### src/rtl/mux5_pkg.sv
// Channel numbering and state encoding shared by both ends of the mux5in1/demux1in5 path.
// No logic: definitions only, so neither end adds latency or backpressure here.
package mux5_pkg;
    localparam int NCH    = 5;
    localparam int CNTR_W = 3;

    localparam logic [CNTR_W-1:0] CH_A = 3'd0;
    localparam logic [CNTR_W-1:0] CH_B = 3'd1;
    localparam logic [CNTR_W-1:0] CH_C = 3'd2;
    localparam logic [CNTR_W-1:0] CH_D = 3'd3;
    localparam logic [CNTR_W-1:0] CH_E = 3'd4;

    typedef enum logic {
        ST_RUN = 1'b0,
        ST_ERR = 1'b1
    } state_t;

    function automatic logic sel_legal(input logic [CNTR_W-1:0] sel);
        return sel <= CH_E;
    endfunction
endpackage

### src/rtl/demux1in5_if.sv
// Upstream word/select handshake plus the five downstream valid/ready holding channels.
// Carries no state; flow control is the ready/valid pairs it groups.
interface demux1in5_if #(
    parameter int DW = 8
);
    logic                               i_valid;
    logic                               o_ready;
    logic [mux5_pkg::CNTR_W-1:0]        i_cntr;
    logic [DW-1:0]                      i_data;
    logic [mux5_pkg::NCH*DW-1:0]        o_data;
    logic [mux5_pkg::NCH-1:0]           o_valid;
    logic [mux5_pkg::NCH-1:0]           i_ready;
    logic                               i_err_clr;
    logic                               o_err;
    logic [mux5_pkg::NCH*8-1:0]         o_cnt;

    modport master (
        output i_valid, i_cntr, i_data, i_ready, i_err_clr,
        input  o_ready, o_data, o_valid, o_err, o_cnt
    );

    modport slave (
        input  i_valid, i_cntr, i_data, i_ready, i_err_clr,
        output o_ready, o_data, o_valid, o_err, o_cnt
    );
endinterface

### src/rtl/demux_slot.sv
// One output channel: data register, valid flag and optional DEMUX5_CNT_EN accept counter.
// Write lands 1 clock later; a write wins over a same-cycle drain so the channel stays full.
module demux_slot #(
    parameter int DW = 8
) (
    input  logic          clk,
    input  logic          rst,
    input  logic          wr,
    input  logic [DW-1:0] wdat,
    input  logic          rdy,
    output logic [DW-1:0] dat,
    output logic          vld,
    output logic [7:0]    cnt
);
    always_ff @(posedge clk) begin
        if (rst) begin
            dat <= '0;
            vld <= 1'b0;
        end else if (wr) begin
            dat <= wdat;
            vld <= 1'b1;
        end else if (vld && rdy) begin
            vld <= 1'b0;
        end
    end

`ifdef DEMUX5_CNT_EN
    always_ff @(posedge clk) begin
        if (rst)
            cnt <= '0;
        else if (wr)
            cnt <= cnt + 8'd1;
    end
`else
    assign cnt = '0;
`endif
endmodule

### src/rtl/demux1in5.sv
// Registered 1-to-5 demux with select decode, illegal-select error trap and per-channel holding slots.
// 1-clock latency; o_ready is combinational per selected channel and low while trapped. Counters: DEMUX5_CNT_EN.
module demux1in5
    import mux5_pkg::*;
#(
    parameter int DW = 8
) (
    input  logic        i_clk,
    input  logic        i_reset,
    demux1in5_if.slave  bus
);
    state_t            state;
    state_t            state_nxt;
    logic              legal;
    logic              ready;
    logic              err;
    logic              accept;
    logic [NCH-1:0]    sel_oh;
    logic [NCH-1:0]    wr;
    logic [NCH-1:0]    vld;
    logic [NCH*DW-1:0] dat;
    logic [NCH*8-1:0]  cnt;

    always_comb begin
        legal = sel_legal(bus.i_cntr);
        for (int n = 0; n < NCH; n++)
            sel_oh[n] = (bus.i_cntr == CNTR_W'(n));
    end

    always_ff @(posedge i_clk) begin
        if (i_reset)
            state <= ST_RUN;
        else
            state <= state_nxt;
    end

    // An illegal word arriving alongside the clear keeps the block trapped.
    always_comb begin
        state_nxt = state;
        case (state)
            ST_RUN: if (bus.i_valid && !legal) state_nxt = ST_ERR;
            ST_ERR: if (bus.i_err_clr && !(bus.i_valid && !legal)) state_nxt = ST_RUN;
            default: state_nxt = ST_RUN;
        endcase
    end

    always_comb begin
        ready = 1'b0;
        err   = 1'b0;
        case (state)
            ST_RUN: ready = legal ? |(sel_oh & (~vld | bus.i_ready)) : 1'b1;
            ST_ERR: err   = 1'b1;
            default: ready = 1'b0;
        endcase
        accept = bus.i_valid & ready;
        wr     = {NCH{accept & legal}} & sel_oh;
    end

    for (genvar n = 0; n < NCH; n++) begin : g_slot
        demux_slot #(.DW(DW)) u_slot (
            .clk  (i_clk),
            .rst  (i_reset),
            .wr   (wr[n]),
            .wdat (bus.i_data),
            .rdy  (bus.i_ready[n]),
            .dat  (dat[n*DW +: DW]),
            .vld  (vld[n]),
            .cnt  (cnt[n*8 +: 8])
        );
    end

    assign bus.o_ready = ready;
    assign bus.o_err   = err;
    assign bus.o_valid = vld;
    assign bus.o_data  = dat;
    assign bus.o_cnt   = cnt;
endmodule

### src/flat_wrapper.sv
// flat-port wrapper written by rule: the top's interface ports become plain ports
module demux1in5_flat import mux5_pkg::*;
#(
    parameter int DW = 8
)
  (i_clk, i_reset, bus_i_valid, bus_i_cntr, bus_i_data, bus_i_ready, bus_i_err_clr, bus_o_ready, bus_o_data, bus_o_valid, bus_o_err, bus_o_cnt);
  demux1in5_if #(.DW(DW)) bus_i ();
  input  logic i_clk;
  input  logic i_reset;
  input wire logic [$bits(bus_i.i_valid)-1:0] bus_i_valid;
  input wire logic [$bits(bus_i.i_cntr)-1:0] bus_i_cntr;
  input wire logic [$bits(bus_i.i_data)-1:0] bus_i_data;
  input wire logic [$bits(bus_i.i_ready)-1:0] bus_i_ready;
  input wire logic [$bits(bus_i.i_err_clr)-1:0] bus_i_err_clr;
  output wire logic [$bits(bus_i.o_ready)-1:0] bus_o_ready;
  output wire logic [$bits(bus_i.o_data)-1:0] bus_o_data;
  output wire logic [$bits(bus_i.o_valid)-1:0] bus_o_valid;
  output wire logic [$bits(bus_i.o_err)-1:0] bus_o_err;
  output wire logic [$bits(bus_i.o_cnt)-1:0] bus_o_cnt;
  assign bus_i.i_valid = bus_i_valid;
  assign bus_i.i_cntr = bus_i_cntr;
  assign bus_i.i_data = bus_i_data;
  assign bus_i.i_ready = bus_i_ready;
  assign bus_i.i_err_clr = bus_i_err_clr;
  assign bus_o_ready = bus_i.o_ready;
  assign bus_o_data = bus_i.o_data;
  assign bus_o_valid = bus_i.o_valid;
  assign bus_o_err = bus_i.o_err;
  assign bus_o_cnt = bus_i.o_cnt;
  demux1in5 #(.DW(DW)) u_core (.i_clk(i_clk), .i_reset(i_reset), .bus(bus_i));
endmodule
### config.mk
export PLATFORM = sky130hd
export DESIGN_NAME = demux1in5_flat
export DESIGN_NICKNAME = d
export VERILOG_FILES = /design/src/rtl/mux5_pkg.sv /design/src/rtl/demux1in5_if.sv /design/src/rtl/demux_slot.sv /design/src/rtl/demux1in5.sv /design/src/flat_wrapper.sv
export SDC_FILE = /design/constraint.sdc
export NUM_CORES = 1
export LEC_CHECK = 0
export CAP_MARGIN = 20
export CORE_MARGIN = 2
export CORE_UTILIZATION = 40
export CTS_CLUSTER_SIZE = 8
export DETAILED_ROUTE_END_ITERATION = 7
export PLACE_DENSITY = 0.83
export SYNTH_ARGS = -nofsm -noshare
export SYNTH_HDL_FRONTEND = slang
export SYNTH_SLANG_ARGS = --single-unit
### constraint.sdc
create_clock -name i_clk -period 2.6 [get_ports i_clk]
set_clock_uncertainty 0.2 [all_clocks]
set_input_delay 0.26 -clock i_clk [delete_from_list [all_inputs] [get_ports i_clk]]
set_output_delay 0.26 -clock i_clk [all_outputs]
set_load 0.1 [all_outputs]
==> impl_metrics.ini, run 1 <==
[floorplan]
die_x_um = 80.6
dieArea_um2 = 6490
rows = 27
ios = 107
start_util_pct = 42.1
fp.dieH_um = 80.6
coreArea_um2 = 5570

[grt]
grt_pass1_wl_um = 8040
antenna_found_initial = 0
grt_pass1_vias = 1669
grt_overflow_total = 0
grt_usage_pct = 16.0
grt_max_degree = 55

[critical_path]
r2r-start = u_core.state$_SDFF_PP0_
crit_required_ps = 2140
r2r_end = u_core.g_slot[3].u_slot.dat[1]$_SDFFE_PP0P_
slowest_delay_ps = 490
crit_type = in -> out
crit_slowest_cell = mux4_2
crit_end = bus_o_ready
worstPathMaxFanout = 2
ff2ff_path_depth = 3
regToRegSetupSlack_ps = 810
crit_path_end_kind = primary output
start_kind = primary input
cp.arrival_ps = 1750
crit_chain = clkdlybuf4s50_1 -> nand2b_1 -> mux4_2 -> o21a_1 -> buf_12
critPathLaunch = bus_i_ready[1]

[layout]
post-route-util_pct = 50.8
drive_gt1_share_pct = 21.1
regArea_um2 = 921
stdcell_count = 376
diodes = 0
nets = 323
area_growth_pct = 20.8
final_area_um2 = 2830
nFillCells = 537
multiInputGateArea_um2 = 1130

[clock_tree]
clockBufferDepth = 2
cts_tree = built
htree_levels = 2
insertion_delay_ps = 290
cts_root_buf = clkbuf_8
path_clk_slew_ps = 80
holdBufCountCts = 0
postCtsSetupRepairBufs = 0
cts_buffers = 5
cts_resized = 0
cts_sinks = 46

[timing]
fmax_ghz = 0.453
worstMarginPinSlew_ps = 678
fin_crit_sh_pct = 84.9
hold_viol_final = 0
setup_violations = 0
whs_ps = 273
fin_crit_ps = 2210
setup_slack_ps = 392
setup_tns_ps = 0
slew_viol_final = 0
slew_headroom_pct = 54.7
rsz0062_at_grt = false

[placement]
pre_cts_ws_ps = 391
gp_congestion = 0.863
placed_cells = 368
place_area_um2 = 2740
place.port_buffers = 66
dp_hpwl_um = 3990

[logic_synthesis]
yosysTopAreaCellShare_pct = 39.3
yosys_warnings = 0
ys_top_cells_by_count = buf_4 (46), dfxtp_1 (46), nand2b_1 (40)
synth.cell_area_um2 = 2340
avgSynthCellArea_um2 = 9.34
synth_cell_types = 23
synth_top_cell_by_area = dfxtp_1
seq_area_frac_synth_pct = 39.3
synthTopCellsByArea = dfxtp_1 (39%), buf_4 (15%), nand2b_1 (11%), mux2i_1 (10%), o31ai_1 (5.1%)
syn-instance-count = 251
synth_flop_cell = dfxtp_1
synth_seq_cells = 46
synth_edf_count = 0
async_flop_share_pct = 0

[routing]
drt_iter0_markers = 74
dr.pass1.iters = 4
drc = 0
wl_um = 5190
viasPerCell = 4.90
dr_total_vias = 1844
avgRoutedWirePerCell_um = 13.8
ant_nets = 0

[power_and_ir_drop]
vdd_drop_max_mv = 0.278
power_density_nw_per_um2 = 599
total_power_mw = 1.70
leakagePower_nw = 1.24

[hold_path]
hold_start = u_core.g_slot[1].u_slot.dat[1]$_SDFFE_PP0P_
hold_class = reg -> reg

[status]
outcome = finished, final reports clean

[flow_run]
max-cap-violations = 0
-- cell usage in the layout (no fill, tap or decap), drive strengths merged, types with 2 or more instances in the layout --
cell type,instances
clkbuf,7
nand2b,40
mux2i,24
nor2,3
o31ai,16
a21oi,23
conb,40
dfxtp,46
nor3b,2
buf,53
clkdlybuf4s50,19
nor2b,4
nand4,17
or3b,2
-- where the power goes --
part / total (mW) / internal [mW] / switching [mW]
sequential: 0.729 / 0.720 / 0.00978
combinational: 0.527 / 0.0833 / 0.444
clock: 0.439 / 0.215 / 0.225
-- worst min-delay path by stage --
stage | slack [ps] | endpoint | cells past startpoint
2_1_floorplan | 210 | u_core.g_slot[1].u_slot.dat[0]$_SDFFE_PP0P_ | 2
3_3_place_gp | 260 | u_core.g_slot[1].u_slot.dat[5]$_SDFFE_PP0P_ | 2
3_5_place_dp | 260 | u_core.g_slot[1].u_slot.dat[1]$_SDFFE_PP0P_ | 2
4_1_cts | 280 | u_core.g_slot[1].u_slot.dat[1]$_SDFFE_PP0P_ | 2
5_1_grt | 300 | u_core.g_slot[2].u_slot.dat[0]$_SDFFE_PP0P_ | 2
6_report | 270 | u_core.g_slot[1].u_slot.dat[1]$_SDFFE_PP0P_ | 2
-- critical path: cells and delay by family --
family / cells / cell delay [ps]
buf+inv: 2 / 580
mux: 1 / 490
compound gates: 1 / 220
simple gates: 1 / 200
-- final cells by class --
type                    count  area share [%]
multi-input cells         178            39.9
flip-flops and latches     46            32.5
repair buffers             72            21.2
well taps                  72            3.18
clock buffers               7            3.05
clock inverters             1           0.177
-- metal layers --
metal,share of wire [%],track usage (%),vias up
li1,-,-,886
met1,42,18.9,863
met3,6.2,3.60,10
met5,0,0,-
met4,2.1,6.95,0
met2,50,27.5,85
-- registers in the layout (all words and copies together) (netlist names) --
name and count:
u_core.g_slot.u_slot.dat 40, u_core.g_slot.u_slot.vld 5, u_core.state 1
-- logic make-up after synthesis --
logic type             after synthesis  synth area share, %
DFF                                 46                 39.3
other                                1                0.160
AOI/OAI and AO/OA                   41                 10.7
and+or+nand+nor                     72                 19.9
buffers and inverters               66                 18.8
muxes                               25                 11.2
No activity file was read; power rests on OpenSTA's default activity.
==> inputs of run 2 (changes only) <==
- clock period: 2.6 -> 2.3 ns (I/O delays scaled with it)
==> impl_metrics.ini, run 2 (synthesis gave the netlist of run 1 again) <==
[timing]
hold_viol_final = 0
setup_violations = 0
setup_tns_ps = 0
fmax_ghz = 0.454
slew_viol_final = 0
worstMarginPinSlew_ps = 688
fin_crit_sh_pct = 95.7
slew_headroom_pct = 54.0
fin_crit_ps = 2200
rsz0062_at_grt = false

[critical_path]
crit_path_end_kind = primary output
crit_type = in -> out
r2r-start = u_core.state$_SDFF_PP0_
start_kind = primary input
worstPathMaxFanout = 5
critPathLaunch = bus_i_ready[1]
cp.arrival_ps = 1770
crit_required_ps = 1870
regToRegSetupSlack_ps = 710

[layout]
diodes = 0
final_cell_mix = buf_4 (54), dfxtp_1 (46), nand2b_1 (40), conb_1 (40), mux2i_1 (24)
nets = 325
multiInputGateArea_um2 = 1130
largest-register = u_core.g_slot.u_slot.dat
mostFrequentLayoutCell = buf_4
post-route-util_pct = 51.1
drive_gt1_share_pct = 21.6
regArea_um2 = 921
reg_top3 = u_core.g_slot.u_slot.dat (40), u_core.g_slot.u_slot.vld (5), u_core.state (1)
largest_register_ffs = 40
area_growth_pct = 21.5
nFillCells = 548

[floorplan]
fp.dieH_um = 80.6
rows = 27
dieArea_um2 = 6490
start_util_pct = 42.1
die_x_um = 80.6
ios = 107
coreArea_um2 = 5570

[placement]
gp_congestion = 0.879
place.port_buffers = 66
dp_hpwl_um = 3940

[flow_run]
max-cap-violations = 0

[clock_tree]
cts_tree = built
insertion_delay_ps = 290
cts_sinks = 46
path_clk_slew_ps = 80
clockBufferDepth = 2
cts_buffers = 5
cts_resized = 0
cts_root_buf = clkbuf_8
holdBufCountCts = 0
htree_levels = 2
postCtsSetupRepairBufs = 0

[routing]
drt_iter0_markers = 64
met1_length_um = 2190
viasPerCell = 4.81
avgRoutedWirePerCell_um = 13.8
met3RoutedLength_um = 392
wl_met2_um = 2580
ant_nets = 0
wl_um = 5220
dr_total_vias = 1818
drc = 0
dr.pass1.iters = 4
dr.max_layer_used = met4

[power_and_ir_drop]
seqPwrFrac_pct = 42.9
vdd_drop_max_mv = 0.294
power_frac_comb_pct = 31.1
power_density_nw_per_um2 = 674
total_power_mw = 1.92
leakagePower_nw = 1.25
clkPwrFrac_pct = 26.0
cellInternalPower_mw = 1.15
netSwitchingPower_mw = 0.769
swShare_pct = 40.0

[grt]
grt_pass1_vias = 1648
grt_pass1_wl_um = 8070
grt_usage_pct = 16.1
grt_overflow_total = 0
grt_max_degree = 55
antenna_found_initial = 0

[status]
outcome = finished, final reports clean

[hold_path]
hold_class = reg -> reg
hold_start = u_core.g_slot[1].u_slot.dat[0]$_SDFFE_PP0P_
[run 2: stage by stage]
| stage | hold WS [ps] | instance area [µm²] | cells | worst slack, ps |
|---|---|---|---|---|
| 2_1_floorplan | 180 | 2490 | 290 | 184 |
| 3_3_place_gp | 257 | 2760 | 370 | 113 |
| 3_5_place_dp | 260 | 2760 | 370 | 84.8 |
| 4_1_cts | 279 | 2850 | 378 | 80.9 |
| 5_1_grt | 297 | 2850 | 378 | 29.2 |
| 6_report | 275 | 2850 | 378 | 99.6 |
[run 2: path summary, 6_finish.rpt]
| path | endpoint | depth (start not counted) |
|---|---|---|
| max reg2reg | u_core.g_slot[3].u_slot.dat[0]$_SDFFE_PP0P_ | 4 |
| max | bus_o_ready | 5 |
| min reg2reg | u_core.g_slot[1].u_slot.dat[0]$_SDFFE_PP0P_ | 2 |
| min | u_core.g_slot[1].u_slot.dat[0]$_SDFFE_PP0P_ | 2 |
[run 2: routing by layer]
layer / global-route usage (%) / vias to the layer above
met1: 19.3 / 842
met3: 3.93 / 6
met5: 0 / -
li1: - / 884
met2: 27.6 / 86
met4: 6.44 / 0
[run 2: cell type report]
class | instances | share of cell area, %
Sequential cell | 46 | 32.3
Clock inverter | 1 | 0.176
Clock buffer | 7 | 3.03
Timing Repair Buffer | 74 | 21.6
Tap cell | 72 | 3.16
Multi-Input combinational cell | 178 | 39.7
[run 2: worst max-delay path, stage by stage]
cell	delay [ps]
clkdlybuf4s50_1	410
nand2b_1	240
mux4_2	500
o21a_1	210
buf_12	170
[run 2: power by group through the flow]
stage	Clock, mW	Combinational, mW	Sequential, mW
after detailed placement	0	0.596	0.843
after CTS	0.518	0.597	0.824
final	0.499	0.597	0.824
after global routing	0.550	0.617	0.827
after global placement	0	0.593	0.843
after floorplan	0	0.450	0.953
